**config.mk**
```make
export PLATFORM = sky130hd
export DESIGN_NAME = ram_port_arbiter
export DESIGN_NICKNAME = d
export VERILOG_FILES = /design/src/rtl/ram_port_arbiter_pkg.sv /design/src/rtl/ram_port_arbiter.sv
export SDC_FILE = /design/constraint.sdc
export NUM_CORES = 1
export LEC_CHECK = 0
export ABC_AREA = 0
export CAP_MARGIN = 10
export CORE_MARGIN = 1
export CORE_UTILIZATION = 40
export CTS_CLUSTER_DIAMETER = 80
export DETAILED_ROUTE_END_ITERATION = 7
export GPL_TIMING_DRIVEN = 0
export HOLD_SLACK_MARGIN = 0.08
export PLACE_DENSITY = 0.82
export SYNTH_ARGS = -nofsm -noshare
export SYNTH_HDL_FRONTEND = slang
export SYNTH_SLANG_ARGS = --single-unit
```
**constraint.sdc**
```tcl
create_clock -name clk -period 3.05 [get_ports clk]
set_clock_uncertainty 0.15 [all_clocks]
set_input_delay 0.4575 -clock clk [delete_from_list [all_inputs] [get_ports clk]]
set_output_delay 0.4575 -clock clk [all_outputs]
set_load 0.1 [all_outputs]
```
**src/rtl/ram_port_arbiter_pkg.sv**
```systemverilog
// Shared definitions for the data-RAM port arbiter: FSM/owner encodings and
// the default RAM geometry shared with the RAM and the matrix control unit.
package ram_port_arbiter_pkg;

    localparam int unsigned DATA_W = 8;
    localparam int unsigned ADDR_W = 9;

    // State values double as the owner output encoding.
    typedef enum logic [1:0] {
        ST_IDLE = 2'b00,
        ST_OWN0 = 2'b01,
        ST_OWN1 = 2'b10
    } arb_state_e;

endpackage

```
**src/rtl/ram_port_arbiter.sv**
```systemverilog
// Two-port arbiter in front of the single-port data RAM (registered read).
// Port 0 is the host/loader, port 1 the matrix-multiply control unit.
// Ports:
//   clk, rst                  clock, async active-high reset
//   rN_req/lock/we/addr/wdata requester N command (N = 0, 1)
//   rN_gnt                    access accepted this cycle (combinational)
//   rN_rvalid                 read data for requester N on rdata
//   rdata                     shared read data, zero unless an rvalid is high
//   ram_addr/we/w_data        RAM command pins
//   ram_r_data                RAM read data, one cycle after the address
//   owner                     current owner (00 none, 01 port 0, 10 port 1)
//   hold_err                  sticky: a lock outlived 4*max_hold cycles
module ram_port_arbiter
    import ram_port_arbiter_pkg::*;
#(
    parameter int unsigned data_w   = DATA_W,
    parameter int unsigned addr_w   = ADDR_W,
    parameter int unsigned max_hold = 16
) (
    input  logic              clk,
    input  logic              rst,

    input  logic              r0_req,
    input  logic              r0_lock,
    input  logic              r0_we,
    input  logic [addr_w-1:0] r0_addr,
    input  logic [data_w-1:0] r0_wdata,
    output logic              r0_gnt,
    output logic              r0_rvalid,

    input  logic              r1_req,
    input  logic              r1_lock,
    input  logic              r1_we,
    input  logic [addr_w-1:0] r1_addr,
    input  logic [data_w-1:0] r1_wdata,
    output logic              r1_gnt,
    output logic              r1_rvalid,

    output logic [data_w-1:0] rdata,

    output logic [addr_w-1:0] ram_addr,
    output logic              ram_we,
    output logic [data_w-1:0] ram_w_data,
    input  logic [data_w-1:0] ram_r_data,

    output logic [1:0]        owner,
    output logic              hold_err
);

    localparam int unsigned HOLD_W   = $clog2(max_hold + 1);
    localparam int unsigned LOCK_LIM = 4 * max_hold;
    localparam int unsigned LOCK_W   = $clog2(LOCK_LIM + 1);

    localparam logic [HOLD_W-1:0] HOLD_LAST = HOLD_W'(max_hold - 1);
    localparam logic [HOLD_W-1:0] HOLD_MAX  = HOLD_W'(max_hold);
    localparam logic [LOCK_W-1:0] LOCK_MAX  = LOCK_W'(LOCK_LIM);

    arb_state_e        state_q, state_d;
    logic              rr_q, rr_d;          // 1 = port 1 preferred on a tie
    logic [HOLD_W-1:0] hold_q, hold_d;
    logic [LOCK_W-1:0] lock_q, lock_d;
    logic              err_q, err_d;
    logic              rv0_q, rv0_d;
    logic              rv1_q, rv1_d;

    logic own_req, own_lock, own_gnt, oth_req;

    // Grants and owner-relative views of the request lines.
    always_comb begin
        r0_gnt   = (state_q == ST_OWN0) & r0_req;
        r1_gnt   = (state_q == ST_OWN1) & r1_req;
        own_gnt  = r0_gnt | r1_gnt;
        own_req  = 1'b0;
        own_lock = 1'b0;
        oth_req  = 1'b0;
        if (state_q == ST_OWN0) begin
            own_req  = r0_req;
            own_lock = r0_lock;
            oth_req  = r1_req;
        end else if (state_q == ST_OWN1) begin
            own_req  = r1_req;
            own_lock = r1_lock;
            oth_req  = r0_req;
        end
    end

    // RAM pins follow the granted port and are parked at zero otherwise.
    always_comb begin
        ram_we     = 1'b0;
        ram_addr   = '0;
        ram_w_data = '0;
        if (r0_gnt) begin
            ram_we     = r0_we;
            ram_addr   = r0_addr;
            ram_w_data = r0_wdata;
        end else if (r1_gnt) begin
            ram_we     = r1_we;
            ram_addr   = r1_addr;
            ram_w_data = r1_wdata;
        end
    end

    // Next-state, round-robin pointer, hold/lock counters and read strobes.
    always_comb begin
        state_d = state_q;
        rr_d    = rr_q;
        hold_d  = hold_q;
        lock_d  = lock_q;
        err_d   = err_q;
        rv0_d   = r0_gnt & ~r0_we;
        rv1_d   = r1_gnt & ~r1_we;

        unique case (state_q)
            ST_IDLE: begin
                if (r0_req && r1_req) begin
                    state_d = rr_q ? ST_OWN1 : ST_OWN0;
                end else if (r0_req) begin
                    state_d = ST_OWN0;
                end else if (r1_req) begin
                    state_d = ST_OWN1;
                end
            end
            ST_OWN0, ST_OWN1: begin
                if (own_lock) begin
                    state_d = state_q;
                end else if (!own_req) begin
                    if (oth_req) begin
                        state_d = (state_q == ST_OWN0) ? ST_OWN1 : ST_OWN0;
                    end else begin
                        state_d = ST_IDLE;
                    end
                end else if (oth_req && own_gnt && (hold_q == HOLD_LAST)) begin
                    state_d = (state_q == ST_OWN0) ? ST_OWN1 : ST_OWN0;
                end
            end
            default: state_d = ST_IDLE;
        endcase

        // Leaving an owner hands tie priority to the other port.
        if ((state_q != ST_IDLE) && (state_d != state_q)) begin
            rr_d = (state_q == ST_OWN0);
        end

        // Fairness counter: only unlocked grants under contention count.
        if ((state_d != state_q) || !oth_req) begin
            hold_d = '0;
        end else if (own_gnt && !own_lock && (hold_q != HOLD_MAX)) begin
            hold_d = hold_q + HOLD_W'(1);
        end

        // Lock watchdog: flags, but does not break, an overlong lock.
        if (own_lock) begin
            if (lock_q == LOCK_MAX) begin
                err_d = 1'b1;
            end else begin
                lock_d = lock_q + LOCK_W'(1);
            end
        end else begin
            lock_d = '0;
        end
    end

    always_ff @(posedge clk or posedge rst) begin
        if (rst) begin
            state_q <= ST_IDLE;
            rr_q    <= 1'b0;
            hold_q  <= '0;
            lock_q  <= '0;
            err_q   <= 1'b0;
            rv0_q   <= 1'b0;
            rv1_q   <= 1'b0;
        end else begin
            state_q <= state_d;
            rr_q    <= rr_d;
            hold_q  <= hold_d;
            lock_q  <= lock_d;
            err_q   <= err_d;
            rv0_q   <= rv0_d;
            rv1_q   <= rv1_d;
        end
    end

    assign r0_rvalid = rv0_q;
    assign r1_rvalid = rv1_q;
    assign rdata     = (rv0_q | rv1_q) ? ram_r_data : '0;
    assign owner     = state_q;
    assign hold_err  = err_q;

endmodule
```
==> out/results.tsv <==
stage	metric	value	unit
timing	WHS	0.336	ns
min_path	Hold Path Origin	hold_err	
detailed_routing	initial drt markers	87	
critical_path	reg2reg start	owner[0]	
timing	final hold vios	0	
die	Die W	64.5	µm
synth	flops & latches, synth	18	
critical_path	reg-to-reg endpoint	hold_q[3]	
cells_and_area	final net count	317	
placed_design	# port buffers	82	
timing	Final Max Tran Viols	0	
clock_network	clock root cell	clkbuf_8	
pwr	combinational share of power	75.5	%
detailed_routing	WL final	4320	µm
die	Ports	83	
critical_path	crit path DAT	2.33	ns
critical_path	worst path bufs/invs	5	
clock_network	TritonCTS clock tree	built	
critical_path	Worst Setup Start Kind	primary input	
global_route	antenna violations before repair	0	
detailed_routing	1st-pass router iterations	4	
synth	Post-synth EDFFs	0	
critical_path	Worst Reg-to-Reg Cells	9	
synth	post-synthesis sequential area ratio	28.9	%
cells_and_area	ANT cells	0	
synth	synthesized area	0.00156	mm²
run	Max-Cap Viols	0	
timing	Setup WS post-layout	0.111	ns
global_route	Total GRT Usage	21.8	%
clock_network	Worst-path clk slew	0.07	ns
die	Initial Utilization	42.3	%
timing	Slew HR	32.8	%
global_route	vias in the first global route	1583	
critical_path	CP cell instances	clkdlybuf4s50_1 > buf_2 > nand2_2 > inv_2 > clkbuf_2 > a22o_2 > clkdlybuf4s18_2	
critical_path	Crit path required time	2.44	ns
synth	top cells by area, synth	dfrtp_1, a22o_1, ha_1, nor2_1, nor2b_1	
synth	Synth cell types	48	
timing	crit path time final	2.94	ns
timing	Final setup viols	0	
placed_design	routability cong.	0.821	
synth	Main synth FF type	dfrtp_1	
critical_path	worst-path fanout max	10	
pwr	worst ir drop on vdd	437	µV
pwr	Clock power frac	9.4	%
detailed_routing	DRC	0	
critical_path	crit path capture type	output port	
global_route	largest net degree at the start of global routing	19	
pwr	pwr/cell area	815	mW/mm²
detailed_routing	Avg WL per Cell	14.2	µm
die	Die Y	64.5	µm
pwr	P_leak	1.09	nW
critical_path	Slowest-stage cell, CP	clkdlybuf4s18_2	
clock_network	postcts setup bufs	0	
die	Die Area	0.00415	mm²
synth	Async SR Flop Fraction	100	%
clock_network	CTS buffer count	3	
cells_and_area	Synth-to-Final Area Change	63.3	%
critical_path	crit path kind	in2out	
synth	Synth Instances	169	
global_route	first-pass GRT wire length	7070	µm
timing	actual slew at the worst max-slew pin	1.00	ns
die	# rows	22	
placed_design	HPWL after DPL	3480	µm
critical_path	FF-to-FF setup slack	0.31	ns
detailed_routing	vias	1581	
pwr	switching part of the total power	58.6	%
die	core footprint	0.00369	mm²
synth	Synth area leader	dfrtp_1	
pwr	sw power	1.22	mW
timing	Final Cycle Share	96.4	%
status	run status	finished clean	
synth	YS warnings	0	
critical_path	CP top delay family	buffers and inverters	
pwr	sequential power share	15.2	%
synth	Avg Inst Size Synth	9.23	µm²
cells_and_area	layout cells sized above 1	27.7	%
min_path	Hold/Removal Path Class	reg2reg	
cells_and_area	final core occ	69.1	%
critical_path	worst stage delay on the critical path	0.56	ns
pwr	Total Power	2.08	mW
clock_network	clock buffer depth	2	
timing	FMAX	0.340	GHz
global_route	grt ovf	0	
min_path	Min-Delay Endpoint	hold_err	
synth	area share of the largest cell type after synthesis	28.9	%
detailed_routing	vias per cell	5.20	
clock_network	Skew-Pair Late Insertion Delay	0.25	ns
detailed_routing	Detail Route Antenna Nets	0	
pwr	cell-internal power	0.860	mW
min_path	Hold Path Depth	1	
placed_design	pre-CTS setup slack	-1.20	ns
clock_network	Sink Count	18	
cells_and_area	filler cell count	326	
synth	Post-Syn Nets	229	
clock_network	H-tree lvl count	1	
==> layout by cell type, fill, tap and decap left out, drive strengths merged, types with 3 or more instances in the layout <==
cell type       n
a22o           19
inv            13
xor2            4
mux2i           3
nor2           20
xnor2           4
clkdlybuf4s50  62
ha             10
and3            3
buf            17
nand3           3
clkbuf          7
nand2           8
nor2b          10
dfrtp          18
clkdlybuf4s18   5
o21ai           6
a21oi           5
nor3            5
==> cells by family (layout without fill, tap and decap cells) <==
logic type      after synthesis  in the layout  synth area share (%)
xor+xnor                      8              8                  4.49
flops                        18             18                  28.9
buf+inv                      20            106                  5.45
simple gates                 59             60                  20.9
fa+ha+maj                    10             10                  8.02
compound gates               50             50                  29.6
mux                           4              4                  2.65
==> sequential cells by signal, indices dropped and copies added (netlist names) <==
| register | count |
|---|---|
| hold_err | 1 |
| hold_q | 5 |
| lock_q | 7 |
| owner | 2 |
| r0_rvalid | 1 |
| r1_rvalid | 1 |
| rr_q | 1 |
==> routing by layer <==
metal  vias up  wire length, µm  global-route usage (%)
li1        785                -                       -
met1       728             1770                    24.9
met2        62             2150                    39.2
met3         6              313                    6.51
met4         0               88                    5.83
met5         -                0                       0
==> cell type report <==
| cell class | instances | area (µm²) | area share, % |
|---|---|---|---|
| Multi-Input combinational cell | 132 | 1100 | 43.1 |
| Sequential cell | 18 | 453 | 17.8 |
| Timing Repair Buffer | 82 | 787 | 30.9 |
| Buffer | 7 | 45.0 | 1.77 |
| Inverter | 13 | 48.8 | 1.92 |
| Tap cell | 48 | 60.1 | 2.36 |
| Clock buffer | 4 | 55.1 | 2.16 |
==> repair_timing <==
action / CTS / global route
hold buffers: 0 / 0
resized for setup: 99 / 11
pin swaps: 0 / 1
cloned: 0 / 1
setup endpoints to repair: 20 / 19
==> cell usage after synthesis, drive strengths merged, types with 2 or more instances <==
| master | instances |
|---|---|
| nor3 | 5 |
| nand2 | 8 |
| inv | 13 |
| mux2i | 3 |
| and3b | 2 |
| buf | 4 |
| ha | 10 |
| clkbuf | 3 |
| nor4b | 2 |
| a2111oi | 2 |
| o211ai | 2 |
| nor2b | 10 |
| a22o | 19 |
| nor2 | 19 |
| xor2 | 4 |
| and2 | 2 |
| dfrtp | 18 |
| and3 | 3 |
| xnor2 | 4 |
| a21oi | 5 |
| a221o | 2 |
| o21a | 2 |
| nand3 | 3 |
| o21ai | 6 |
==> per-stage QoR <==
stage | TNS, ns | cells | instance area, µm²
after floorplan | -1.82 | 169 | 1620
after global placement | -18.21 | 299 | 2500
after detailed placement | -18.32 | 299 | 2500
after CTS | 0 | 303 | 2540
after global routing | -0.000808 | 304 | 2550
final | 0 | 304 | 2550
==> power groups by stage <==
stage	clock, mW	combinational [mW]	sequential, mW
2_1_floorplan	0	1.13	0.410
3_3_place_gp	0	1.55	0.318
3_5_place_dp	0	1.57	0.319
4_1_cts	0.200	1.56	0.315
5_1_grt	0.217	1.64	0.320
6_report	0.194	1.57	0.315
==> worst max path at each step <==
stage	startpoint	to	slack, ns	cells past startpoint
CTS	owner[0]	ram_addr[8]	0.0009	7
global placement	r1_req	ram_w_data[6]	-1.19	7
floorplan	r1_rvalid	rdata[0]	-0.14	2
finish	r0_req	ram_addr[8]	0.11	7
detailed placement	r1_req	ram_w_data[6]	-1.20	7
global route	owner[0]	ram_addr[5]	-0.0008	7
(Power assumes the default switching activity.)
